<file path="src/rtl/pc_unit.sv">
// pc_unit: fetch-stage program counter and next-PC selector.
// Resolves the ID-stage branch/jump (single delay slot, never squashed),
// holds the PC on hazard stalls and traps misaligned jr/jalr targets.
// Optional feature macro: BRANCH_STATS_EN enables the branch counters;
// when it is undefined br_total_o and br_taken_o are tied to zero.
module pc_unit #(
   parameter logic [31:0] RESET_PC = 32'h0000_3000,
   parameter logic [31:0] EXC_PC   = 32'h0000_4180
) (
   input  logic        clk_i,
   input  logic        rst_ni,
   input  logic        stall_i,
   input  logic [3:0]  br_type_i,
   input  logic        equal_i,
   input  logic        gez_i,
   input  logic        lez_i,
   input  logic [31:0] pc_id_i,
   input  logic [15:0] imm16_i,
   input  logic [25:0] index26_i,
   input  logic [31:0] rs_val_i,
   output logic [31:0] pc_o,
   output logic [31:0] pc_plus4_o,
   output logic [31:0] npc_o,
   output logic        taken_o,
   output logic [31:0] link_o,
   output logic        adel_o,
   output logic [31:0] br_total_o,
   output logic [31:0] br_taken_o
);

   typedef enum logic [1:0] {
      ST_RUN  = 2'd0,
      ST_HOLD = 2'd1,
      ST_TRAP = 2'd2
   } state_t;

   state_t      state_q, state_d;
   logic [31:0] pc_q, pc_d;
   logic [31:0] pc_id_plus4_s;
   logic [31:0] br_off_s;
   logic [31:0] target_s;
   logic        taken_s;
   logic        is_jr_s;
   logic        misalign_s;

   assign pc_id_plus4_s = pc_id_i + 32'd4;
   assign br_off_s      = {{14{imm16_i[15]}}, imm16_i, 2'b00};
   assign is_jr_s       = (br_type_i == 4'd9) || (br_type_i == 4'd10);
   assign misalign_s    = taken_s && is_jr_s && (rs_val_i[1:0] != 2'b00);

   // Decode the comparator flags into the ID-stage taken decision.
   always_comb begin
      taken_s = 1'b0;
      case (br_type_i)
         4'd1:    taken_s = equal_i;
         4'd2:    taken_s = ~equal_i;
         4'd3:    taken_s = gez_i;
         4'd4:    taken_s = lez_i;
         4'd5:    taken_s = gez_i & ~lez_i;
         4'd6:    taken_s = ~gez_i;
         4'd7,
         4'd8,
         4'd9,
         4'd10:   taken_s = 1'b1;
         default: taken_s = 1'b0;
      endcase
   end

   // Select the control-transfer target for the instruction in ID.
   always_comb begin
      target_s = pc_id_plus4_s + br_off_s;
      case (br_type_i)
         4'd7,
         4'd8:    target_s = {pc_id_plus4_s[31:28], index26_i, 2'b00};
         4'd9,
         4'd10:   target_s = rs_val_i;
         default: target_s = pc_id_plus4_s + br_off_s;
      endcase
   end

   assign taken_o    = taken_s;
   assign pc_plus4_o = pc_q + 32'd4;
   assign npc_o      = taken_s ? target_s : (pc_q + 32'd4);
   assign link_o     = pc_id_i + 32'd8;
   assign pc_o       = pc_q;
   assign adel_o     = (state_q == ST_TRAP);

   // Next-state and next-PC selection; stall outranks every redirect.
   always_comb begin
      state_d = state_q;
      pc_d    = pc_q;
      case (state_q)
         ST_RUN,
         ST_HOLD: begin
            if (stall_i) begin
               state_d = ST_HOLD;
               pc_d    = pc_q;
            end else if (misalign_s) begin
               state_d = ST_TRAP;
               pc_d    = EXC_PC;
            end else begin
               state_d = ST_RUN;
               pc_d    = npc_o;
            end
         end
         ST_TRAP: begin
            if (stall_i) begin
               state_d = ST_HOLD;
               pc_d    = pc_q;
            end else begin
               state_d = ST_RUN;
               pc_d    = EXC_PC + 32'd4;
            end
         end
         default: begin
            state_d = ST_RUN;
            pc_d    = RESET_PC;
         end
      endcase
   end

   // State and PC registers.
   always_ff @(posedge clk_i or negedge rst_ni) begin
      if (!rst_ni) begin
         state_q <= ST_RUN;
         pc_q    <= RESET_PC;
      end else begin
         state_q <= state_d;
         pc_q    <= pc_d;
      end
   end

`ifdef BRANCH_STATS_EN
   logic [31:0] br_total_q, br_total_d;
   logic [31:0] br_taken_q, br_taken_d;
   logic        is_branch_s;

   assign is_branch_s = (br_type_i >= 4'd1) && (br_type_i <= 4'd6);

   // Count conditional branches (and the taken ones) on non-stalled edges.
   always_comb begin
      br_total_d = br_total_q;
      br_taken_d = br_taken_q;
      if (!stall_i && is_branch_s) begin
         br_total_d = br_total_q + 32'd1;
         if (taken_s) begin
            br_taken_d = br_taken_q + 32'd1;
         end else begin
            br_taken_d = br_taken_q;
         end
      end else begin
         br_total_d = br_total_q;
         br_taken_d = br_taken_q;
      end
   end

   // Branch statistics registers.
   always_ff @(posedge clk_i or negedge rst_ni) begin
      if (!rst_ni) begin
         br_total_q <= 32'd0;
         br_taken_q <= 32'd0;
      end else begin
         br_total_q <= br_total_d;
         br_taken_q <= br_taken_d;
      end
   end

   assign br_total_o = br_total_q;
   assign br_taken_o = br_taken_q;
`else
   assign br_total_o = 32'd0;
   assign br_taken_o = 32'd0;
`endif

endmodule

</file>
<file path="config.mk">
export PLATFORM = sky130hd
export DESIGN_NAME = pc_unit
export DESIGN_NICKNAME = d
export VERILOG_FILES = /design/src/rtl/pc_unit.sv
export SDC_FILE = /design/constraint.sdc
export NUM_CORES = 1
export LEC_CHECK = 0
export CORE_UTILIZATION = 41
export CTS_CLUSTER_DIAMETER = 150
export DETAILED_ROUTE_END_ITERATION = 6
export HOLD_SLACK_MARGIN = 0.02
export PLACE_DENSITY = 0.88
export SLEW_MARGIN = 15
export SYNTH_ARGS = -nofsm -noshare
export SYNTH_HDL_FRONTEND = slang
export SYNTH_SLANG_ARGS = --single-unit
</file>
<file path="constraint.sdc">
create_clock -name clk_i -period 6.64 [get_ports clk_i]
set_input_delay 0.996 -clock clk_i [delete_from_list [all_inputs] [get_ports clk_i]]
set_output_delay 0.996 -clock clk_i [all_outputs]
set_load 0.03 [all_outputs]
</file>
==> results of run 1 <==
==> placed cells by master (no fill, tap or decap), types with 5 or more instances in the layout <==
cell type	count
nand3_1	24
nor2b_1	7
and4_1	5
a221o_1	6
a21o_1	12
clkdlybuf4s50_1	232
a31oi_1	12
nand4_1	23
a22o_1	22
xnor2_1	65
and2_1	7
clkbuf_16	5
o21ai_1	9
a21oi_1	43
conb_1	64
a22oi_1	9
buf_4	20
nor3_1	18
o21ai_0	15
ha_1	34
nor2_1	92
a211oi_1	5
inv_1	17
and3_1	14
xor2_1	43
dfrtp_1	32
a221oi_1	17
nand2_1	71
==> metrics by stage <==
step                utilization  hold WS (ns)
floorplan                     -         0.444
CTS                       0.593         0.501
detailed placement        0.582         0.494
finish                    0.595         0.510
global placement          0.582         0.462
global route              0.595         0.539
==> power by group through the flow <==
stage          Combinational, mW  Clock (mW)  Sequential [mW]
6_report                    1.29       0.240            0.329
5_1_grt                     1.36       0.249            0.336
4_1_cts                     1.28       0.240            0.326
3_5_place_dp                1.28           0            0.329
3_3_place_gp                1.27           0            0.326
2_1_floorplan              0.719           0            0.403
==> worst max path at each step <==
stage	from	end	slack, ns	depth (start not counted)
after floorplan	pc_id_i[3]	npc_o[26]	0.84	18
after global placement	pc_id_i[4]	npc_o[18]	0.30	17
after detailed placement	pc_id_i[4]	npc_o[18]	0.23	17
after CTS	pc_id_i[4]	npc_o[18]	0.21	17
after global routing	pc_id_i[4]	npc_o[29]	-0.007	20
final	pc_id_i[4]	npc_o[29]	0.23	20
==> metal layers <==
layer	GRT usage	up-vias	wire length, um
met5	0	-	0
met3	0.0446	40	1570
met2	0.451	371	9660
met1	0.348	3047	8580
li1	-	3109	-
met4	0.0741	0	459
==> flip-flops by register name, summed over array words and instances (netlist names) <==
| signal | flops |
|---|---|
| state_q | 2 |
| pc_o | 32 |
==> cell type report <==
cell class                 count  area, sq um  area share
clock buffer                   7          143      0.0173
clock inverter                 1         5.00    0.000608
inverter                      18         67.6     0.00821
multi-input combinational    681         4430       0.538
sequential                    34          853       0.104
tap                          180          225      0.0274
timing repair buffer         255         2510       0.305
==> logic make-up (layout without fill, tap and decap cells) <==
group           Yosys count  count (layout)  share of synthesized area
simple gates            280             280                      0.229
compound gates          189             189                      0.238
buf+inv                 124             281                      0.137
xor+xnor                109             109                      0.165
fa+ha+maj                35              35                     0.0769
flops                    34              34                      0.147
mux                       4               4                    0.00713
other cells               1              64                   0.000647
==> timing repair <==
item / CTS / global route
endpoints found under the setup margin: 0 / 8
hold buffers: 0 / 0
gates resized for setup: 0 / 9
setup buffers: 0 / 0
==> results.toml, run 1 <==
[run_status]
status = "completed"

[logic_synthesis]
yosys.area.top_type = "dfrtp_1"
ys_types = 76
synth_top_area_share = 0.138
synthFlopType = "dfrtp_1"
synth_seq_cells = 34
ys_seq_area_frac = 0.147
async_reset_ff_frac = 1.00
synth_edf_count = 0
synth_warnings = 0
syn_area_per_cell_sq_um = 7.46
synthCells = 776
synth_area_leaders = "dfrtp_1 (14%), xnor2_1 (10%), buf_4 (8.9%)"
synth_area_sq_um = 5790
synth_most_common_cell = "nor2_1"
yosys-top-cells-count = "nor2_1 (93), nand2_1 (71), buf_4 (69), xnor2_1 (66), a21oi_1 (44)"

[global_routing]
grt_usage = 0.267
grt_pass1_vias = 5905
grt_antenna_before_repair = 0
grt_pass1_wl_um = 31000
grt_max_degree = 47
overflow = 0

[setup_path]
r2r_end = "pc_o[18]"
cp-start-kind = "input pin"
timing.critical_path.buf_inv = 2
cp.arrival_ns = 5.41
critPathRequiredTime_ns = 5.64
slowest_stage = "clkdlybuf4s50_1"
ff2ff_path_depth = 8
ff2ff_setup_slack_ns = 4.07
cp_max_fo = 7
crit_chain = "clkdlybuf4s50_1, ha_1, nand3_1, nor2_1, and3_1, and3_1, and2_1, nand3_1, xnor2_2, ha_1, nand2_1, o22ai_1, o211ai_1, nand2_1, a31oi_1, o21ai_0, xor2_1, a21oi_1, a21oi_1, buf_4"
slowest_delay_ns = 0.54
end_kind = "output pin"
critical_path_class = "input pin to output pin"
r2r_start = "pc_o[4]"
cp_top_family = "simple AND/OR/NAND/NOR gates"

[pwr]
finalPower_mw = 1.86
p_sw_uw = 935
internal_power_uw = 920
combinationalPowerShare = 0.694
p_sw_frac = 0.504
seq_power_share = 0.177
p_per_area_nw_per_um2 = 225
p_leak_nw = 3.47
pwr-share-clk = 0.129
ir_drop_v = 0.000110

[clock_network]
cts_tree = "built"
clock_latency_ns = 0.29
clk_pin_slew_ns = 0.05
cts_root_buffer = "clkbuf_16"
clock_sinks = 34
clockBufferDepth = 2
cts_buffers = 5
htreeDepth = 2

[floorplanning]
io-pin-count = 310
placementRows = 43
die_area_sq_um = 14600
start_util = 0.419
coreArea_sq_um = 13800
die_h_um = 121
dieWidth_um = 121

[sta]
finalCritPeriodShare = 0.965
finalSetupViolations = 0
skew_ns = 0.00702
slew_violations = 0
slew-limit-headroom = 0.234
finalCriticalPeriod_ns = 6.41
worst_pin_slew_ns = 1.14
final.setup.tns_ns = 0
worst_slack_ns = 0.230
hold_viol_final = 0
clock.fmax_mhz = 156

[run]
max_cap_violations = 0

[route]
wl_per_cell_um = 17.2
drt_iter0_drc = 691
first_pass_iters = 5
drc_errors = 0
ant_nets = 0
drt_wl_total_um = 20300
vias = 6567
vias_per_cell = 5.58

[worst_hold_path]
whs_endpoint = "state_q[1]"
hold_path.class = "flop to flop"
hold_depth = 1
min-delay-start = "state_q[1]"

[placed_design]
port_buffers = 245
place_congestion = 0.948
place_area_sq_um = 8050
dp.cells = 1168
place_hpwl_um = 16500
post-place-ws_ns = 0.231

[layout]
drive_gt1_frac = 0.0532
layout.nets = 1146
area.growth.synth_to_final_pct = 42.1
stdcell_count = 1176
final_cell_area_sq_um = 8230
fillers = 1276
antenna_cells = 0
Note: power is estimated with default switching activity, not from simulation.
==> inputs of run 2 (changes only) <==
REMOVE_ABC_BUFFERS = 1   (was not set)
==> results.toml, run 2 (same netlist as run 1, synthesis figures left out) <==
[pwr]
p_leak_nw = 3.48
p_sw_frac = 0.483
p_sw_uw = 930
ir_drop_v = 0.000114
internal_power_uw = 995
p_per_area_nw_per_um2 = 233
pwr-share-clk = 0.164
seq_power_share = 0.171
combinationalPowerShare = 0.665

[global_routing]
grt_usage = 0.264
grt_pass1_vias = 6030
grt_max_degree = 47
grt_antenna_before_repair = 0
overflow = 0
grt_pass1_wl_um = 30700

[layout]
stdcell_count = 1175
final_cell_area_sq_um = 8270
largest_reg_flops = 32
area.growth.synth_to_final_pct = 42.8
fillers = 1255
layout.nets = 1145
layout_common_cells = "clkdlybuf4s50_1 (232), nor2_1 (92), nand2_1 (71)"
antenna_cells = 0
final_common_cell = "clkdlybuf4s50_1"
final_util = 0.598
drive_gt1_frac = 0.0563

[setup_path]
ff2ff_path_depth = 7
critPathRequiredTime_ns = 5.64
r2r_end = "pc_o[27]"
cp-start-kind = "input pin"
critical_path_class = "input pin to output pin"
r2r_start = "pc_o[12]"
end_kind = "output pin"
cp.arrival_ns = 5.31
ff2ff_setup_slack_ns = 4.13
cp_max_fo = 5

[route]
vias_per_cell = 5.53
vias = 6495
drc_errors = 0
first_pass_iters = 5
ant_nets = 0
drt_wl_total_um = 19900
drt_iter0_drc = 626
wl_per_cell_um = 16.9

[sta]
hold_viol_final = 0
skew_ns = 0.00390
finalSetupViolations = 0
slew-limit-headroom = 0.427
clock.fmax_mhz = 159
finalCriticalPeriod_ns = 6.30
finalCritPeriodShare = 0.949
worst_pin_slew_ns = 0.860
final.setup.tns_ns = 0
rsz0062_at_grt = "false"
slew_violations = 0

[floorplanning]
die_area_sq_um = 14600
coreArea_sq_um = 13800
io-pin-count = 310
die_h_um = 121
placementRows = 43
dieWidth_um = 121
start_util = 0.419

[clock_network]
clock_sinks = 34
clk_pin_slew_ns = 0.06
clockBufferDepth = 2
ctsHoldBuffers = 0
cts_buffers = 5
cts_root_buffer = "clkbuf_16"
cts_tree = "built"
clock_latency_ns = 0.28
htreeDepth = 2

[worst_hold_path]
min-delay-start = "state_q[1]"
whs_endpoint = "state_q[1]"
hold_path.class = "flop to flop"
hold_depth = 1

[run_status]
status = "completed"

[run]
max_cap_violations = 0

[placed_design]
dp.cells = 1167
port_buffers = 245
place_area_sq_um = 8040
place_hpwl_um = 16000
place_congestion = 0.965
==> run 2: area by class of cell <==
class / instances / area, sq um / area share
Multi-Input combinational cell: 681 / 4430 / 0.536
Timing Repair Buffer: 254 / 2490 / 0.302
Sequential cell: 34 / 853 / 0.103
Tap cell: 180 / 225 / 0.0272
Clock buffer: 6 / 139 / 0.0168
Inverter: 18 / 67.6 / 0.00817
Clock inverter: 2 / 60.1 / 0.00726
==> run 2: repair_timing <==
action,in CTS,in global routing
setup buffers,0,0
gates resized for setup,0,9
endpoints found under the setup margin,0,8
==> run 2: metrics by stage <==
stage,worst slack (ns),hold WS [ns],power [mW]
after floorplan,0.966,0.438,1.07
after global placement,0.391,0.465,1.58
after detailed placement,0.204,0.471,1.60
after CTS,0.194,0.479,1.92
after global routing,0.0432,0.503,2.02
final,0.337,0.484,1.93
==> run 2: how the worst max path moves through the flow <==
stage                     end  slack, ns        from
finish              npc_o[22]       0.34  pc_id_i[4]
global route        npc_o[28]       0.04  pc_id_i[4]
CTS                 npc_o[18]       0.19  pc_id_i[4]
detailed placement  npc_o[18]       0.20  pc_id_i[4]
global placement    npc_o[18]       0.39  pc_id_i[3]
floorplan           npc_o[26]       0.97  pc_id_i[3]
==> run 2: per-layer routing <==
metal	vias to the layer above	track usage	part of all wire
met5	-	0	0
met1	3021	0.328	0.41
li1	3096	-	-
met3	38	0.0465	0.086
met2	340	0.459	0.48
met4	0	0.0810	0.023
==> run 2: power by group through the flow <==
stage	Sequential (mW)	Combinational (mW)	Clock, mW
after detailed placement	0.330	1.27	0
after global placement	0.326	1.26	0
after global routing	0.336	1.35	0.327
after CTS	0.327	1.27	0.321
final	0.329	1.28	0.316
after floorplan	0.408	0.661	0
==> run 2: critical path, stage by stage <==
cell and delay [ns]:
clkdlybuf4s50_1 0.54, ha_1 0.25, nand3_1 0.14, nor2_1 0.17, and3_1 0.23, and3_1 0.26, and2_2 0.22, xor2_1 0.08
ha_1 0.39, nand2_1 0.07, o21ai_1 0.29, o21ba_2 0.25, o21bai_1 0.19, and3_1 0.22, mux2i_1 0.09, a31oi_1 0.20
clkdlybuf4s50_1 0.73
